## config.mk

```make
export PLATFORM = sky130hd
export DESIGN_NAME = conv33_window_gen_flat
export DESIGN_NICKNAME = d
export VERILOG_FILES = /design/src/rtl/conv33_window_gen_if.sv /design/src/rtl/conv33_window_gen.sv /design/src/flat_wrapper.sv
export SDC_FILE = /design/constraint.sdc
export NUM_CORES = 1
export LEC_CHECK = 0
export ABC_AREA = 1
export CORE_UTILIZATION = 25
export DETAILED_ROUTE_END_ITERATION = 6
export PLACE_DENSITY_LB_ADDON = 0.05
export RECOVER_POWER = 50
export SYNTH_ARGS = -nofsm -noshare
export SYNTH_HDL_FRONTEND = slang
export SYNTH_SLANG_ARGS = --single-unit
```

## constraint.sdc

```tcl
create_clock -name clk -period 2.5 [get_ports clk]
set_input_delay 0.5 -clock clk [delete_from_list [all_inputs] [get_ports clk]]
set_output_delay 0.5 -clock clk [all_outputs]
set_load 0.05 [all_outputs]
```

## src/rtl/conv33_window_gen_if.sv

```systemverilog
// Pixel-in / window-out handshake bundle for conv33_window_gen.
// With CONV33_WIN_SOF_EN defined, the bundle also carries pix_sof.
interface conv33_window_gen_if #(
    parameter int DATA_W = 6
);
    logic [DATA_W-1:0] pix_in;
    logic              pix_valid;
    logic              pix_ready;
`ifdef CONV33_WIN_SOF_EN
    logic              pix_sof;
`endif
    logic [DATA_W-1:0] win_0;
    logic [DATA_W-1:0] win_1;
    logic [DATA_W-1:0] win_2;
    logic [DATA_W-1:0] win_3;
    logic [DATA_W-1:0] win_4;
    logic [DATA_W-1:0] win_5;
    logic [DATA_W-1:0] win_6;
    logic [DATA_W-1:0] win_7;
    logic [DATA_W-1:0] win_8;
    logic              win_valid;
    logic              win_ready;
    logic              win_last;

`ifdef CONV33_WIN_SOF_EN
    modport master (
        output pix_in, pix_valid, pix_sof, win_ready,
        input  pix_ready, win_0, win_1, win_2, win_3, win_4, win_5, win_6, win_7, win_8,
        input  win_valid, win_last
    );
    modport slave (
        input  pix_in, pix_valid, pix_sof, win_ready,
        output pix_ready, win_0, win_1, win_2, win_3, win_4, win_5, win_6, win_7, win_8,
        output win_valid, win_last
    );
`else
    modport master (
        output pix_in, pix_valid, win_ready,
        input  pix_ready, win_0, win_1, win_2, win_3, win_4, win_5, win_6, win_7, win_8,
        input  win_valid, win_last
    );
    modport slave (
        input  pix_in, pix_valid, win_ready,
        output pix_ready, win_0, win_1, win_2, win_3, win_4, win_5, win_6, win_7, win_8,
        output win_valid, win_last
    );
`endif
endinterface

```

## src/rtl/conv33_window_gen.sv

```systemverilog
// Streaming 3x3 window generator: two line memories, three 3-deep column shifters, one output register.
// Optional macro CONV33_WIN_SOF_EN: accepted pixel with pix_sof=1 is forced to position (0,0).
module conv33_window_gen #(
    parameter int DATA_W = 6,
    parameter int IMG_W  = 8,
    parameter int IMG_H  = 8
) (
    input  logic               clk,
    input  logic               rst,
    conv33_window_gen_if.slave bus
);
    localparam int CW = $clog2(IMG_W);
    localparam int RW = $clog2(IMG_H);
    localparam logic [CW-1:0] COL_LAST = CW'(IMG_W - 1);
    localparam logic [RW-1:0] ROW_LAST = RW'(IMG_H - 1);

    logic [CW-1:0] col_reg, col_next, col_pos;
    logic [RW-1:0] row_reg, row_next, row_pos;

    logic [DATA_W-1:0] lb_top [IMG_W];
    logic [DATA_W-1:0] lb_mid [IMG_W];
    logic [DATA_W-1:0] row_in [3];

    // Index 0 is the oldest column (c-2), index 2 the newest (c).
    logic [2:0][DATA_W-1:0] sh_reg  [3];
    logic [2:0][DATA_W-1:0] sh_next [3];

    logic [8:0][DATA_W-1:0] win_reg, win_next;
    logic win_valid_reg, win_valid_next;
    logic win_last_reg, win_last_next;

    logic accept;
    logic sof;
    logic produce;

`ifdef CONV33_WIN_SOF_EN
    assign sof = bus.pix_sof;
`else
    assign sof = 1'b0;
`endif

    assign bus.pix_ready = !win_valid_reg || bus.win_ready;
    assign accept        = bus.pix_valid && bus.pix_ready;

    assign col_pos = sof ? '0 : col_reg;
    assign row_pos = sof ? '0 : row_reg;
    assign produce = (row_pos >= RW'(2)) && (col_pos >= CW'(2));

    assign row_in[0] = lb_top[col_pos];
    assign row_in[1] = lb_mid[col_pos];
    assign row_in[2] = bus.pix_in;

    // Line memories carry no reset: every read that reaches an output is position-gated.
    always_ff @(posedge clk) begin
        if (accept) begin
            lb_top[col_pos] <= lb_mid[col_pos];
            lb_mid[col_pos] <= bus.pix_in;
        end
    end

    genvar gi;
    generate
        for (gi = 0; gi < 3; gi++) begin : g_row
            assign sh_next[gi] = {row_in[gi], sh_reg[gi][2], sh_reg[gi][1]};

            always_ff @(posedge clk) begin
                if (rst) begin
                    sh_reg[gi] <= '0;
                end else if (accept) begin
                    sh_reg[gi] <= sh_next[gi];
                end
            end
        end
    endgenerate

    always_comb begin
        col_next       = col_reg;
        row_next       = row_reg;
        win_next       = win_reg;
        win_valid_next = win_valid_reg;
        win_last_next  = win_last_reg;

        if (accept) begin
            if (col_pos == COL_LAST) begin
                col_next = '0;
                row_next = (row_pos == ROW_LAST) ? '0 : row_pos + RW'(1);
            end else begin
                col_next = col_pos + CW'(1);
                row_next = row_pos;
            end
        end

        // An accept implies the output was empty or retiring, so both paths below are safe.
        if (accept && produce) begin
            win_next       = {sh_next[2], sh_next[1], sh_next[0]};
            win_valid_next = 1'b1;
            win_last_next  = (row_pos == ROW_LAST) && (col_pos == COL_LAST);
        end else if (bus.win_ready) begin
            win_valid_next = 1'b0;
            win_last_next  = 1'b0;
        end
    end

    always_ff @(posedge clk) begin
        if (rst) begin
            col_reg       <= '0;
            row_reg       <= '0;
            win_reg       <= '0;
            win_valid_reg <= 1'b0;
            win_last_reg  <= 1'b0;
        end else begin
            col_reg       <= col_next;
            row_reg       <= row_next;
            win_reg       <= win_next;
            win_valid_reg <= win_valid_next;
            win_last_reg  <= win_last_next;
        end
    end

    assign bus.win_0     = win_reg[0];
    assign bus.win_1     = win_reg[1];
    assign bus.win_2     = win_reg[2];
    assign bus.win_3     = win_reg[3];
    assign bus.win_4     = win_reg[4];
    assign bus.win_5     = win_reg[5];
    assign bus.win_6     = win_reg[6];
    assign bus.win_7     = win_reg[7];
    assign bus.win_8     = win_reg[8];
    assign bus.win_valid = win_valid_reg;
    assign bus.win_last  = win_last_reg;
endmodule

```

## src/flat_wrapper.sv

```systemverilog
// flat-port wrapper written by rule: the top's interface ports become plain ports
module conv33_window_gen_flat 
#(
    parameter int DATA_W = 6,
    parameter int IMG_W  = 8,
    parameter int IMG_H  = 8
)
  (clk, rst, bus_pix_in, bus_pix_valid, bus_win_ready, bus_pix_ready, bus_win_0, bus_win_1, bus_win_2, bus_win_3, bus_win_4, bus_win_5, bus_win_6, bus_win_7, bus_win_8, bus_win_valid, bus_win_last);
  conv33_window_gen_if #(.DATA_W(DATA_W)) bus_i ();
  input  logic clk;
  input  logic rst;
  input wire logic [$bits(bus_i.pix_in)-1:0] bus_pix_in;
  input wire logic [$bits(bus_i.pix_valid)-1:0] bus_pix_valid;
  input wire logic [$bits(bus_i.win_ready)-1:0] bus_win_ready;
  output wire logic [$bits(bus_i.pix_ready)-1:0] bus_pix_ready;
  output wire logic [$bits(bus_i.win_0)-1:0] bus_win_0;
  output wire logic [$bits(bus_i.win_1)-1:0] bus_win_1;
  output wire logic [$bits(bus_i.win_2)-1:0] bus_win_2;
  output wire logic [$bits(bus_i.win_3)-1:0] bus_win_3;
  output wire logic [$bits(bus_i.win_4)-1:0] bus_win_4;
  output wire logic [$bits(bus_i.win_5)-1:0] bus_win_5;
  output wire logic [$bits(bus_i.win_6)-1:0] bus_win_6;
  output wire logic [$bits(bus_i.win_7)-1:0] bus_win_7;
  output wire logic [$bits(bus_i.win_8)-1:0] bus_win_8;
  output wire logic [$bits(bus_i.win_valid)-1:0] bus_win_valid;
  output wire logic [$bits(bus_i.win_last)-1:0] bus_win_last;
  assign bus_i.pix_in = bus_pix_in;
  assign bus_i.pix_valid = bus_pix_valid;
  assign bus_i.win_ready = bus_win_ready;
  assign bus_pix_ready = bus_i.pix_ready;
  assign bus_win_0 = bus_i.win_0;
  assign bus_win_1 = bus_i.win_1;
  assign bus_win_2 = bus_i.win_2;
  assign bus_win_3 = bus_i.win_3;
  assign bus_win_4 = bus_i.win_4;
  assign bus_win_5 = bus_i.win_5;
  assign bus_win_6 = bus_i.win_6;
  assign bus_win_7 = bus_i.win_7;
  assign bus_win_8 = bus_i.win_8;
  assign bus_win_valid = bus_i.win_valid;
  assign bus_win_last = bus_i.win_last;
  conv33_window_gen #(.DATA_W(DATA_W), .IMG_W(IMG_W), .IMG_H(IMG_H)) u_core (.clk(clk), .rst(rst), .bus(bus_i));
endmodule
```

==> flow_summary.html <==
<table>
<tr><th>Metric</th><th>Value</th></tr>
<tr><th colspan="2">Pwr</th></tr>
<tr><td>Overall power of the completed layout</td><td>6.76 mW</td></tr>
<tr><td>Power Density</td><td>707 mW/mm^2</td></tr>
<tr><td>Peak ir drop on the vdd network</td><td>about 460 uV</td></tr>
<tr><td>Pleak</td><td>between 4 and 5 nW</td></tr>
<tr><th colspan="2">Floorplan</th></tr>
<tr><td>Width of the die</td><td>between 150 and 200 um</td></tr>
<tr><td>Full die area</td><td>0.0325 mm^2</td></tr>
<tr><td>Initial cell density of the core</td><td>0.257</td></tr>
<tr><td>Floorplan die height</td><td>180 um</td></tr>
<tr><td>Top-level port count</td><td>67</td></tr>
<tr><td>Site Rows</td><td>64</td></tr>
<tr><td>Core area</td><td>approximately 0.031 mm^2</td></tr>
<tr><th colspan="2">Yosys</th></tr>
<tr><td>Fraction of synthesized cell area taken by the top area cell type</td><td>0.499</td></tr>
<tr><td>Number of enable flip-flop cells after synthesis</td><td>132</td></tr>
<tr><td>Leading cell types by total area after synthesis</td><td>edfxtp_1 (50%), dfxtp_1 (16%), inv_1 (7.0%)</td></tr>
<tr><td>Register bit count reported by yosys</td><td>197</td></tr>
<tr><td>Synth area leader</td><td>edfxtp_1</td></tr>
<tr><td>Mapped Cells</td><td>814</td></tr>
<tr><td>Primary flip-flop cell chosen by synthesis mapping</td><td>edfxtp_1</td></tr>
<tr><td>Synthesized cell area</td><td>0.00795 mm^2</td></tr>
<tr><td>Synth Warn #</td><td>0</td></tr>
<tr><td>Proportion of register bits with asynchronous set or reset after synthesis</td><td>0</td></tr>
<tr><td>Library cells used by synthesis</td><td>24</td></tr>
<tr><td>Sequential cell area fraction in the yosys report</td><td>0.663</td></tr>
<tr><td>Net Count, Synth</td><td>830</td></tr>
<tr><td>Syn avg cell area</td><td>around 9.8 um^2</td></tr>
<tr><th colspan="2">Timing</th></tr>
<tr><td>Final min period</td><td>around 2.2 ns</td></tr>
<tr><td>Transition time of the tightest slew-check pin</td><td>0.762 ns</td></tr>
<tr><td>Number of failing hold endpoints at the final stage</td><td>0</td></tr>
<tr><td>Worst clock skew</td><td>0.00893 ns</td></tr>
<tr><td>Slew Limit Headroom</td><td>0.490</td></tr>
<tr><td>Unrepaired setup endpoints after global routing</td><td>no</td></tr>
<tr><td>Post-route clock period utilization</td><td>0.861</td></tr>
<tr><td>Post-Route Setup TNS</td><td>0 ns</td></tr>
<tr><td>Number of max-slew violations in the final report</td><td>0</td></tr>
<tr><td>Maximum clock rate</td><td>~0.46 GHz</td></tr>
<tr><td>Final setup violation count</td><td>0</td></tr>
<tr><th colspan="2">Critical path</th></tr>
<tr><td>Kind of end point of the critical path</td><td>output pin</td></tr>
<tr><td>Crit-path max cell delay</td><td>0.84 ns</td></tr>
<tr><td>Cell breakdown of the critical path</td><td>clkdlybuf4s50_1</td></tr>
<tr><td>Buffers plus inverters on the worst setup path</td><td>1</td></tr>
<tr><td>CP arrival</td><td>1.65 ns</td></tr>
<tr><td>Standard cell with the maximum stage delay on the critical path</td><td>clkdlybuf4s50_1</td></tr>
<tr><td>Largest fanout on the critical path</td><td>2</td></tr>
<tr><td>Kind of cell with the highest combined delay on the critical path</td><td>buffers and inverters</td></tr>
<tr><td>Critical path class</td><td>flip-flop to output pin</td></tr>
<tr><td>Crit path required time</td><td>roughly 2.0 ns</td></tr>
<tr><td>Critical path startpoint category</td><td>flip-flop</td></tr>
<tr><th colspan="2">GRT</th></tr>
<tr><td>Largest net degree at the start of global routing</td><td>between 50 and 60</td></tr>
<tr><td>GRT Resource Usage Total</td><td>0.129</td></tr>
<tr><td>Remaining Overflow, GRT</td><td>0</td></tr>
<tr><td>Initial antenna violation count</td><td>0</td></tr>
<tr><td>Vias in the first global route</td><td>~5200</td></tr>
<tr><td>Global-route wire length before repair</td><td>31.8 mm</td></tr>
<tr><th colspan="2">Clock tree</th></tr>
<tr><td>Post-CTS setup repair buffer count</td><td>0</td></tr>
<tr><td>Clock-pin slew of the registers on the worst-case setup and hold paths</td><td>0.08 ns</td></tr>
<tr><td>Latest clock arrival within the worst-skew pair</td><td>0.43 ns</td></tr>
<tr><td># clock sinks</td><td>197</td></tr>
<tr><td>CTS H-Tree Depth</td><td>4</td></tr>
<tr><td>Clock tree from TritonCTS</td><td>done</td></tr>
<tr><td>Total clock buffers created by CTS</td><td>17</td></tr>
<tr><td>Clock tree buffer depth</td><td>2</td></tr>
<tr><td>Post-cts sizing count</td><td>0</td></tr>
<tr><td>Number of hold buffers added after cts</td><td>0</td></tr>
<tr><td>Root Buffer Master</td><td>clkbuf_16</td></tr>
<tr><th colspan="2">Run status</th></tr>
<tr><td>Outcome</td><td>finished clean</td></tr>
<tr><th colspan="2">Layout</th></tr>
<tr><td>Commonest non-fill, non-tap cells in the layout</td><td>inv_1 (150), nand2_1 (145), nor2_1 (132), edfxtp_1 (132), nand3_1 (75)</td></tr>
<tr><td>Number of fill cells</td><td>around 3200</td></tr>
<tr><td>Ratio of cells with drive above 1 in the final layout</td><td>0.0637</td></tr>
<tr><td>Final core utilization</td><td>0.309</td></tr>
<tr><td>Diode count</td><td>0</td></tr>
<tr><td>Commonest non-fill, non-tap cell in the layout</td><td>inv_1</td></tr>
<tr><td>Layout overhead on the synthesized area</td><td>20.3%</td></tr>
<tr><td>Nets</td><td>898</td></tr>
<tr><th colspan="2">Routing</th></tr>
<tr><td>Number of vias in the routed layout</td><td>between 5000 and 6000</td></tr>
<tr><td>Highest Signal Layer</td><td>met4</td></tr>
<tr><td>Residual antenna-violating net count after detailed routing</td><td>0</td></tr>
<tr><td>Via density per instance</td><td>4.14</td></tr>
<tr><td>First drt pass iteration count</td><td>5</td></tr>
<tr><td>Residual DRC</td><td>0</td></tr>
<tr><td>Metal-1 WL</td><td>10.4 mm</td></tr>
<tr><td>Average wire per cell in the routed design</td><td>~16 um</td></tr>
<tr><td>Met2 Wirelength</td><td>about 9.2 mm</td></tr>
<tr><td>Iteration-0 DRC Markers</td><td>339</td></tr>
<tr><td>Length of routed met3 wiring</td><td>738 um</td></tr>
<tr><td>Routed Wire Length</td><td>20.4 mm</td></tr>
<tr><th colspan="2">Placed design</th></tr>
<tr><td>DPL Wire Length</td><td>about 13 mm</td></tr>
<tr><td># port buffers</td><td>between 60 and 70</td></tr>
<tr><td>Global placer's final weighted congestion</td><td>0.731</td></tr>
<tr><th colspan="2">Flow run</th></tr>
<tr><td>Total of max-cap violations</td><td>0</td></tr>
<tr><th colspan="2">Worst hold path</th></tr>
<tr><td>HP Class</td><td>flip-flop to flip-flop</td></tr>
</table>
-- tightest hold or removal path, cell delays in order, from the launching register on --
cell and delay, ns:
edfxtp_1 0.32, nor2_1 0.04, nor2_1 0.08
-- layout make-up --
cell class / count / area [um^2] / share of cell area
inverter: 153 / 577 / 0.0603
tap: 396 / 495 / 0.0518
multi-input combinational: 427 / 1860 / 0.194
clock buffer: 17 / 425 / 0.0445
sequential: 197 / 5270 / 0.551
clock inverter: 15 / 118 / 0.0123
timing repair buffer: 86 / 825 / 0.0862
-- per-layer routing --
layer | track usage | up-vias
met4 | 0.0328 | 0
met2 | 0.200 | 86
met1 | 0.184 | 2554
met3 | 0.0253 | 9
li1 | - | 2693
met5 | 0 | -
-- worst paths after layout --
check                               startpoint                          endpoint  slack [ns]  depth (start not counted)
max           u_core.bus.win_5[4]$_SDFFE_PP0P_                      bus_win_5[4]        0.35                          1
min          u_core.sh_reg[1][9]$_SDFFCE_PN0P_  u_core.bus.win_3[3]$_SDFFE_PP0P_        0.47                          2
max reg2reg                          flip-flop     u_core.lb_top[7][1]$_DFFE_PP_        0.51                          6
min reg2reg  u_core.sh_reg[1][9]$_SDFFCE_PN0P_  u_core.bus.win_3[3]$_SDFFE_PP0P_        0.47                          2
-- where the power goes --
group          switching, mW  internal [mW]  total (mW)
clock                   1.32           1.30        2.62
sequential            0.0333           3.61        3.64
combinational          0.386          0.112       0.498
total                   1.74           5.02        6.76
-- synth_stat cells, types with 2 or more instances --
| library cell | instances |
|---|---|
| nand2_2 | 4 |
| nor2_1 | 132 |
| edfxtp_1 | 132 |
| o21ai_1 | 28 |
| ha_1 | 6 |
| buf_6 | 4 |
| buf_4 | 9 |
| inv_2 | 3 |
| a21oi_1 | 17 |
| dfxtp_1 | 65 |
| clkbuf_1 | 7 |
| o21ai_0 | 18 |
| inv_1 | 149 |
| nand3_1 | 74 |
| buf_2 | 16 |
| nand2_1 | 141 |
| nand2_4 | 2 |
-- stage by stage --
step	hold WS, ns	worst slack (ns)	area (um^2)	instances
finish	0.472	0.347	9560	1291
global route	0.494	0.234	9560	1291
CTS	0.481	0.320	9630	1291
floorplan	0.447	0.275	7950	814
detailed placement	0.459	0.321	9090	1259
global placement	0.455	0.300	9090	1259
-- kinds of logic (layout without fill, tap and decap cells) --
group,after synthesis,in the layout,synth area share
buffers and inverters,190,271,0.101
adder cells (fa/ha/maj),6,6,0.00945
flip-flops,197,197,0.663
AO/OA/AOI/OAI,64,64,0.0405
AND/OR/NAND/NOR,357,357,0.187
Note: power is estimated with default switching activity, not from simulation.
